**src/rtl/shift_subtract_divider_if.sv**
```systemverilog
// Valid/ready handshake bundle for the shift-subtract divider: operand request
// side and result side share one interface.
interface shift_subtract_divider_if #(
   parameter int N = 4
);
   logic             in_valid;
   logic             in_ready;
   logic [2*N-1:0]   dividend;
   logic [N-1:0]     divisor;
   logic             out_valid;
   logic             out_ready;
   logic [2*N-1:0]   quotient;
   logic [N-1:0]     remainder;
   logic             div_by_zero;

   modport master (
      output in_valid, dividend, divisor, out_ready,
      input  in_ready, out_valid, quotient, remainder, div_by_zero
   );

   modport slave (
      input  in_valid, dividend, divisor, out_ready,
      output in_ready, out_valid, quotient, remainder, div_by_zero
   );
endinterface

```
**src/rtl/shift_subtract_divider.sv**
```systemverilog
// Sequential restoring divider: 2N-bit dividend / N-bit divisor, one quotient
// bit per clock, MSB first, with valid/ready on both sides.
module shift_subtract_divider #(
   parameter int N = 4
) (
   input  logic                    clk,
   input  logic                    rst,
   shift_subtract_divider_if.slave bus
);
   localparam int CW = $clog2(2*N) + 1;

   typedef enum logic [1:0] {IDLE, RUN, DONE} state_t;

   state_t          state_q;
   logic [CW-1:0]   count_q;
   logic [2*N-1:0]  dvd_q;
   logic [N-1:0]    dsr_q;
   logic [N-1:0]    r_q;
   logic [2*N-1:0]  quo_q;
   logic [N-1:0]    rem_q;
   logic            dbz_q;
   logic            out_valid_q;

   logic [N:0]      r_sh;
   logic [N:0]      diff;
   logic            bit_d;
   logic [N-1:0]    r_d;
   logic [2*N-1:0]  dvd_d;

   // The partial remainder stays below the divisor, so the top bit of the
   // (N+1)-bit difference is a clean borrow flag: no borrow means R' >= divisor.
   always_comb begin
      r_sh  = {r_q, dvd_q[2*N-1]};
      diff  = r_sh - {1'b0, dsr_q};
      bit_d = ~diff[N];
      r_d   = bit_d ? diff[N-1:0] : r_sh[N-1:0];
      dvd_d = {dvd_q[2*N-2:0], bit_d};
   end

   always_ff @(posedge clk or posedge rst) begin
      if (rst) begin
         state_q     <= IDLE;
         count_q     <= '0;
         dvd_q       <= '0;
         dsr_q       <= '0;
         r_q         <= '0;
         quo_q       <= '0;
         rem_q       <= '0;
         dbz_q       <= 1'b0;
         out_valid_q <= 1'b0;
      end else begin
         case (state_q)
            IDLE: begin
               if (bus.in_valid) begin
                  dvd_q   <= bus.dividend;
                  dsr_q   <= bus.divisor;
                  r_q     <= '0;
                  count_q <= '0;
                  dbz_q   <= (bus.divisor == '0);
                  state_q <= RUN;
               end
            end
            RUN: begin
               // A zero divisor spends exactly one cycle here before reporting.
               if (dbz_q) begin
                  quo_q       <= '1;
                  rem_q       <= dvd_q[N-1:0];
                  out_valid_q <= 1'b1;
                  state_q     <= DONE;
               end else begin
                  dvd_q   <= dvd_d;
                  r_q     <= r_d;
                  count_q <= count_q + 1'b1;
                  if (count_q == CW'(2*N-1)) begin
                     quo_q       <= dvd_d;
                     rem_q       <= r_d;
                     out_valid_q <= 1'b1;
                     state_q     <= DONE;
                  end
               end
            end
            DONE: begin
               if (bus.out_ready) begin
                  out_valid_q <= 1'b0;
                  state_q     <= IDLE;
               end
            end
            default: state_q <= IDLE;
         endcase
      end
   end

   assign bus.in_ready    = (state_q == IDLE);
   assign bus.out_valid   = out_valid_q;
   assign bus.quotient    = quo_q;
   assign bus.remainder   = rem_q;
   assign bus.div_by_zero = dbz_q;
endmodule
```
**src/flat_wrapper.sv**
```systemverilog
// flat-port wrapper written by rule: the top's interface ports become plain ports
module shift_subtract_divider_flat 
#(
   parameter int N = 4
)
  (clk, rst, bus_in_valid, bus_dividend, bus_divisor, bus_out_ready, bus_in_ready, bus_out_valid, bus_quotient, bus_remainder, bus_div_by_zero);
  shift_subtract_divider_if #(.N(N)) bus_i ();
  input  logic clk;
  input  logic rst;
  input wire logic [$bits(bus_i.in_valid)-1:0] bus_in_valid;
  input wire logic [$bits(bus_i.dividend)-1:0] bus_dividend;
  input wire logic [$bits(bus_i.divisor)-1:0] bus_divisor;
  input wire logic [$bits(bus_i.out_ready)-1:0] bus_out_ready;
  output wire logic [$bits(bus_i.in_ready)-1:0] bus_in_ready;
  output wire logic [$bits(bus_i.out_valid)-1:0] bus_out_valid;
  output wire logic [$bits(bus_i.quotient)-1:0] bus_quotient;
  output wire logic [$bits(bus_i.remainder)-1:0] bus_remainder;
  output wire logic [$bits(bus_i.div_by_zero)-1:0] bus_div_by_zero;
  assign bus_i.in_valid = bus_in_valid;
  assign bus_i.dividend = bus_dividend;
  assign bus_i.divisor = bus_divisor;
  assign bus_i.out_ready = bus_out_ready;
  assign bus_in_ready = bus_i.in_ready;
  assign bus_out_valid = bus_i.out_valid;
  assign bus_quotient = bus_i.quotient;
  assign bus_remainder = bus_i.remainder;
  assign bus_div_by_zero = bus_i.div_by_zero;
  shift_subtract_divider #(.N(N)) u_core (.clk(clk), .rst(rst), .bus(bus_i));
endmodule
```
**config.mk**
```make
export PLATFORM = sky130hd
export DESIGN_NAME = shift_subtract_divider_flat
export DESIGN_NICKNAME = d
export VERILOG_FILES = /design/src/rtl/shift_subtract_divider_if.sv /design/src/rtl/shift_subtract_divider.sv /design/src/flat_wrapper.sv
export SDC_FILE = /design/constraint.sdc
export NUM_CORES = 1
export LEC_CHECK = 0
export CAP_MARGIN = 15
export CORE_MARGIN = 3
export CORE_UTILIZATION = 25
export DETAILED_ROUTE_END_ITERATION = 8
export PLACE_DENSITY = 0.41
export SYNTH_ARGS = -nofsm -noshare
export SYNTH_HDL_FRONTEND = slang
export SYNTH_SLANG_ARGS = --single-unit
```
**constraint.sdc**
```tcl
create_clock -name clk -period 3.32 [get_ports clk]
set_input_delay 0.664 -clock clk [delete_from_list [all_inputs] [get_ports clk]]
set_output_delay 0.664 -clock clk [all_outputs]
set_load 0.05 [all_outputs]
```
==> results of run 1 <==
[cell type report]
class / count / area, sq um / area share
flip-flops and latches: 36 / 901 / 0.372
clock buffers: 8 / 90.1 / 0.0372
repair buffers: 35 / 338 / 0.140
multi-input cells: 119 / 910 / 0.376
inverters: 15 / 56.3 / 0.0233
well taps: 99 / 124 / 0.0512
[sequential cells by signal (all words and copies together) (netlist names)]
signal,flops
u_core.r_q,4
u_core.dvd_q,8
u_core.count_q,4
u_core.bus.remainder,4
u_core.bus.div_by_zero,1
u_core.bus.out_valid,1
u_core.state_q,2
u_core.bus.quotient,8
u_core.dsr_q,4
[worst max-delay path: cells and delay by family, from the launching register on]
family / cells / cell delay, ns
flops: 1 / 0.39
buf+inv: 2 / 0.95
fa+ha+maj: 1 / 0.23
[final timing paths]
kind / end / slack [ns]
max: bus_in_ready / 0.81
min: u_core.count_q[1] / 0.51
max reg2reg: u_core.bus.remainder[0] / 0.91
min reg2reg: u_core.count_q[1] / 0.51
max in group asynchronous: u_core.bus.quotient[0] / 2.19
min in group asynchronous: u_core.dsr_q[3] / 0.79
[layer usage]
| metal | wire [um] | vias up |
|---|---|---|
| li1 | - | 709 |
| met1 | 2310 | 706 |
| met2 | 2200 | 23 |
| met3 | 175 | 5 |
| met4 | 49 | 0 |
| met5 | 0 | - |
[cells in the mapped netlist (all sizes together) (4+ instances only)]
library cell  instances
o22ai                 5
o21ai                12
o22a                 16
a222oi                5
mux2i                 6
a211oi                4
mux2                  8
buf                   4
nor2                  8
a21oi                 5
ha                   10
inv                  15
dfrtp                36
nand2                18
[through the flow]
step	utilization	instances	cell area, sq um	setup slack [ns]
2_1_floorplan	-	176	1890	1.08
3_3_place_gp	0.319	304	2330	0.943
3_5_place_dp	0.319	304	2330	0.900
4_1_cts	0.332	312	2420	0.788
5_1_grt	0.332	312	2420	0.708
6_report	0.332	312	2420	0.811
[cell families (layout without fill, tap and decap cells)]
group / after synthesis / count (layout) / synth area share
AOI/OAI and AO/OA: 52 / 52 / 0.207
buffers and inverters: 21 / 58 / 0.0436
and+or+nand+nor: 39 / 39 / 0.0939
xor gates and xnor gates: 3 / 3 / 0.0238
DFF: 36 / 36 / 0.476
muxes: 14 / 14 / 0.0793
adders and majority gates: 11 / 11 / 0.0767
[power by group]
group	internal, W	leakage, nW	switching [W]
combinational	0.000477	0.596	0.000696
sequential	0.000573	0.475	0.000114
clock	0.000169	0.0455	0.000153
total	0.00122	1.12	0.000963
==> summary.txt, run 1 <==
Synth
  • Flip-flop and latch count after synthesis: 36
  • Number of instances in the synthesized netlist: between 150 and 200
  • Post-synth ARST share: 1.00
  • Average cell area after synthesis: between 10 and 15 sq um
  • Number of distinct library cell variants in the gate-level netlist after synthesis: 36
  • Post-synthesis sequential area ratio: 0.476
  • Number of synthesis warnings: 0
  • Ys flop type: dfrtp_1
  • Number of flops mapped to enable cells by yosys: 0
  • Net count of the mapped netlist: 203
  • Most area-consuming cells after synthesis: dfrtp_1 (48%), o22a_1 (6.9%), ha_1 (6.6%)
  • Post-synthesis cell area: between 1500 and 2000 sq um
  • Proportion of netlist area held by the largest area contributor: 0.476
  • Largest area contributor in the synthesized netlist: dfrtp_1

Critical path
  • Critical Path Sink Type: primary output
  • Biggest fanout along the worst timing path: 4
  • Startpoint of the worst register-to-register path: u_core.dsr_q[0]
  • Kind of critical path: reg2out
  • Cell at the slowest stage of the critical path: clkdlybuf4s50_1
  • Data arrival time of the critical path: about 1.8 ns
  • Critical Path Source Type: flip-flop
  • Worst setup startpoint: u_core.state_q[1]
  • Delay of the slowest cell on the worst path: slightly above 0.8 ns
  • Ordered cell list for the critical path: inv_1 > ha_1 > clkdlybuf4s50_1
  • Count of cells along the worst register-to-register path: 7
  • Data required time at the worst endpoint: about 2.7 ns

Timing
  • Number of max-slew violations in the final report: 0
  • RSZ-0062 raised after global routing: no
  • Transition time at the pin with the least slew margin: ~0.55 ns
  • Final Hold Vio Count: 0
  • Count of final setup violators: 0
  • Worst max-slew margin expressed relative to the limit: 0.633
  • Final TNS setup: 0 ns
  • Post-route clock skew: ~0.0024 ns
  • Highest clock frequency the design can meet: approximately 400 MHz
  • Final worst path period need: ~2.5 ns
  • Fin crit share: 0.756
  • Worst hold-check slack: between 0.5 and 0.6 ns

CTS
  • Setup repair bufs after CTS: 0
  • Number of cells upsized or downsized after cts: 0
  • Total number of H-tree levels: 2
  • Clock slew at the register clock pins of the worst setup and hold paths: 0.07 ns
  • Cts hold-fix bufs: 0
  • Maximum buffer depth of the clock tree: 2
  • Inserted Clock Buffers: 5
  • Clock tree sinks: 36
  • Clock latency of the later-clocked register in the worst-skew pair: approximately 0.28 ns
  • CTS root buf: clkbuf_8
  • CTS tree: built

Final layout
  • Area overhead of the layout relative to synthesis: 27.8%
  • Post-layout net count: around 240
  • Fraction of layout cells with a size suffix above 1: 0.113
  • Most frequent cells in the layout: dfrtp_1 (36), clkdlybuf4s50_1 (30), nand2_1 (18), inv_1 (15), o22a_1 (15)
  • Antenna Diode Count: 0
  • Most frequent standard cell in the layout excluding fill and tap cells: dfrtp_1
  • Filler Cell Count: between 800 and 900

Route
  • Post-DR wirelength/cell: 15.2 um
  • Vias per cell: ~4.6
  • Total DRC errors in the routed layout: 0
  • Routed via count: between 1k and 1.5k
  • Detailed-router iteration count before antenna repair: 4
  • 1st-iter DRT viols: between 100 and 150
  • Total Routed Length: 4740 um
  • Antenna Violating Nets Remaining: 0

Power and ir drop
  • P_leak: 1.12 nW
  • VDD IR-drop max: roughly 0.28 mV
  • Power density over the cells: 902 nW/um^2
  • Overall power after layout: 0.00218 W

Floorplanning
  • Std cell rows: 31
  • DIE AREA: approximately 8700 sq um
  • Die span in y: between 90 and 100 um
  • Top-level I/O count: 31
  • Die Wd: 93.0 um
  • Initial core utilization: 0.260
  • Core Box Area: 7290 sq um

Global route
  • Busiest layer in global routing: met2
  • Fraction of met2 tracks used by global routing: 0.180
  • Met1 routing resource usage after global routing: 0.157
  • Number of antenna violations at the first check in global routing: 0
  • Maximum number of pins on one net before global-route repair: 37
  • Total global routing track utilization: 0.116
  • GR Util met3: 0.0290
  • Vias in the first global route: about 1.5k
  • Aggregate global routing overflow: 0
  • Global-route wire length before repair: a little under 8000 um

Placed design
  • Half-perimeter wire length after detailed placement: between 3000 and 4000 um
  • Number of buffers inserted by port buffering: 30
  • Placer's final routability congestion estimate: roughly 0.70

Min path
  • Launch point of the worst hold path: u_core.count_q[1]
  • Cell count of the worst hold path: 2
  • Kind of path behind the tightest hold check: reg2reg

Run
  • Count of maximum capacitance violations: 0

Status
  • Status: finished, final reports clean
Note: power is estimated with default switching activity, not from simulation.
==> inputs of run 2 (changes only) <==
PLACE_DENSITY = 0.42   (was 0.41)
clock period = 2.25 ns   (was 3.32 ns; I/O delays follow)
==> run 2 against run 1 <==
Effect of this change:
- die area stayed put
- sequential power is 48% higher
- clock power is 79% higher
- combinational power is 70% higher
- flip-flop and latch count stayed put
- setup slack worse by 0.68 ns
- routed wire length is 0.42% higher
- first-iteration DRC count is 36% lower
==> summary.txt, run 2 (synthesis gave the netlist of run 1 again) <==
Power and ir drop
  • Power density over the cells: 1410 nW/um^2
  • VDD IR-drop max: between 0.3 and 0.4 mV
  • P_leak: 1.20 nW

Route
  • Antenna Violating Nets Remaining: 0
  • Post-DR wirelength/cell: approximately 15 um
  • Total Routed Length: roughly 4800 um
  • Total DRC errors in the routed layout: 0
  • Vias per cell: between 4 and 5
  • Detailed-router iteration count before antenna repair: 4
  • 1st-iter DRT viols: 69
  • Routed via count: around 1.5k

CTS
  • CTS tree: built
  • Clock slew at the register clock pins of the worst setup and hold paths: ~0.080 ns
  • Cts hold-fix bufs: 0
  • Maximum buffer depth of the clock tree: 2
  • Total number of H-tree levels: 2
  • CTS root buf: clkbuf_8
  • Inserted Clock Buffers: 5
  • Clock latency of the later-clocked register in the worst-skew pair: between 0.2 and 0.3 ns
  • Clock tree sinks: 36

Final layout
  • Area overhead of the layout relative to synthesis: 34.6%
  • Most frequent standard cell in the layout excluding fill and tap cells: dfrtp_1
  • Layout Utilization: 0.349
  • Antenna Diode Count: 0
  • Post-layout net count: ~250
  • Most frequent cells in the layout: dfrtp_1 (36), clkdlybuf4s50_1 (28), nand2_1 (18), buf_4 (18)
  • Fraction of layout cells with a size suffix above 1: 0.191

Floorplanning
  • Initial core utilization: 0.260
  • DIE AREA: just under 9000 sq um
  • Die Wd: a little over 90 um
  • Std cell rows: 31
  • Core Box Area: roughly 7300 sq um
  • Die span in y: around 93 um
  • Top-level I/O count: 31

Global route
  • Total global routing track utilization: 0.120
  • Global-route wire length before repair: between 7000 and 8000 um
  • Aggregate global routing overflow: 0
  • Maximum number of pins on one net before global-route repair: 37
  • Number of antenna violations at the first check in global routing: 0
  • Vias in the first global route: 1526

Placed design
  • Placer's final routability congestion estimate: approximately 0.70
  • Half-perimeter wire length after detailed placement: approximately 3500 um
  • Number of buffers inserted by port buffering: 30

Critical path
  • Data required time at the worst endpoint: between 2 and 2.5 ns
  • Critical Path Source Type: flip-flop
  • Kind of critical path: reg2reg
  • Count of cells along the worst register-to-register path: 7
  • Biggest fanout along the worst timing path: 4
  • Critical Path Sink Type: flip-flop
  • Data arrival time of the critical path: around 2.3 ns

Timing
  • Post-route clock skew: a little over 0.007 ns
  • Number of max-slew violations in the final report: 0
  • Transition time at the pin with the least slew margin: 0.513 ns
  • Fin crit share: 0.944
  • Worst max-slew margin expressed relative to the limit: 0.657
  • Final worst path period need: between 2 and 2.5 ns
  • Highest clock frequency the design can meet: 471 MHz
  • Final Hold Vio Count: 0
  • RSZ-0062 raised after global routing: no
  • Final TNS setup: 0 ns
  • Count of final setup violators: 0

Min path
  • Cell count of the worst hold path: 2
  • Kind of path behind the tightest hold check: reg2reg

Status
  • Status: finished, final reports clean

Run
  • Count of maximum capacitance violations: 0
run 2: final cells by class:
| type | instances | area, sq um |
|---|---|---|
| fill | 782 | 4740 |
| tap | 99 | 124 |
| multi-input combinational | 119 | 932 |
| sequential | 36 | 901 |
| clock inverter | 2 | 35.0 |
| clock buffer | 6 | 72.6 |
| inverter | 15 | 56.3 |
| timing repair buffer | 47 | 427 |
run 2: report_power, final:
group	switching, W	total, W	internal (W)
clock network	0.000246	0.000575	0.000329
registers	0.000179	0.00102	0.000845
logic	0.00108	0.00199	0.000909
total	0.00150	0.00359	0.00208
run 2: worst max-delay path: stages, from the launching register on:
cell      delay [ns]
dfrtp_1         0.38
ha_2            0.19
fa_2            0.33
nand2b_4        0.15
a21oi_4         0.18
xor2_4          0.22
mux2_2          0.38
a211oi_2        0.19
run 2: final timing paths:
| check | from | to | slack, ns |
|---|---|---|---|
| setup / recovery | u_core.dsr_q[0] | u_core.bus.remainder[0] | 0.13 |
| hold / removal | u_core.count_q[1] | u_core.count_q[1] | 0.50 |
| setup reg to reg | u_core.dsr_q[0] | u_core.bus.remainder[0] | 0.13 |
| hold reg to reg | u_core.count_q[1] | u_core.count_q[1] | 0.50 |
| max in group asynchronous | rst | u_core.count_q[2] | 1.33 |
| min in group asynchronous | rst | u_core.dsr_q[2] | 0.56 |
run 2: metal layers:
metal  share of wire  track usage
met1            0.49        0.166
met2            0.45        0.181
met3           0.042       0.0314
met4           0.015       0.0403
met5               0            0
run 2: timing repair:
| action | 4_1_cts | 5_1_grt |
|---|---|---|
| endpoints found under the setup margin | 2 | 8 |
| pin swaps | 1 | 1 |
| cloned | 0 | 0 |
| gates resized for setup | 2 | 5 |
| buffers inserted | 3 | 0 |
run 2: through the flow:
stage | cells | worst slack [ns] | hold WS [ns] | total power, W | area (sq um)
6_report | 324 | 0.126 | 0.504 | 0.00359 | 2550
5_1_grt | 324 | 0.0186 | 0.530 | 0.00389 | 2550
4_1_cts | 324 | -0.0196 | 0.512 | 0.00358 | 2530
3_5_place_dp | 313 | -0.0541 | 0.495 | 0.00290 | 2390
3_3_place_gp | 313 | 0.0237 | 0.490 | 0.00291 | 2390
2_1_floorplan | 176 | 0.0112 | 0.466 | 0.00229 | 1890
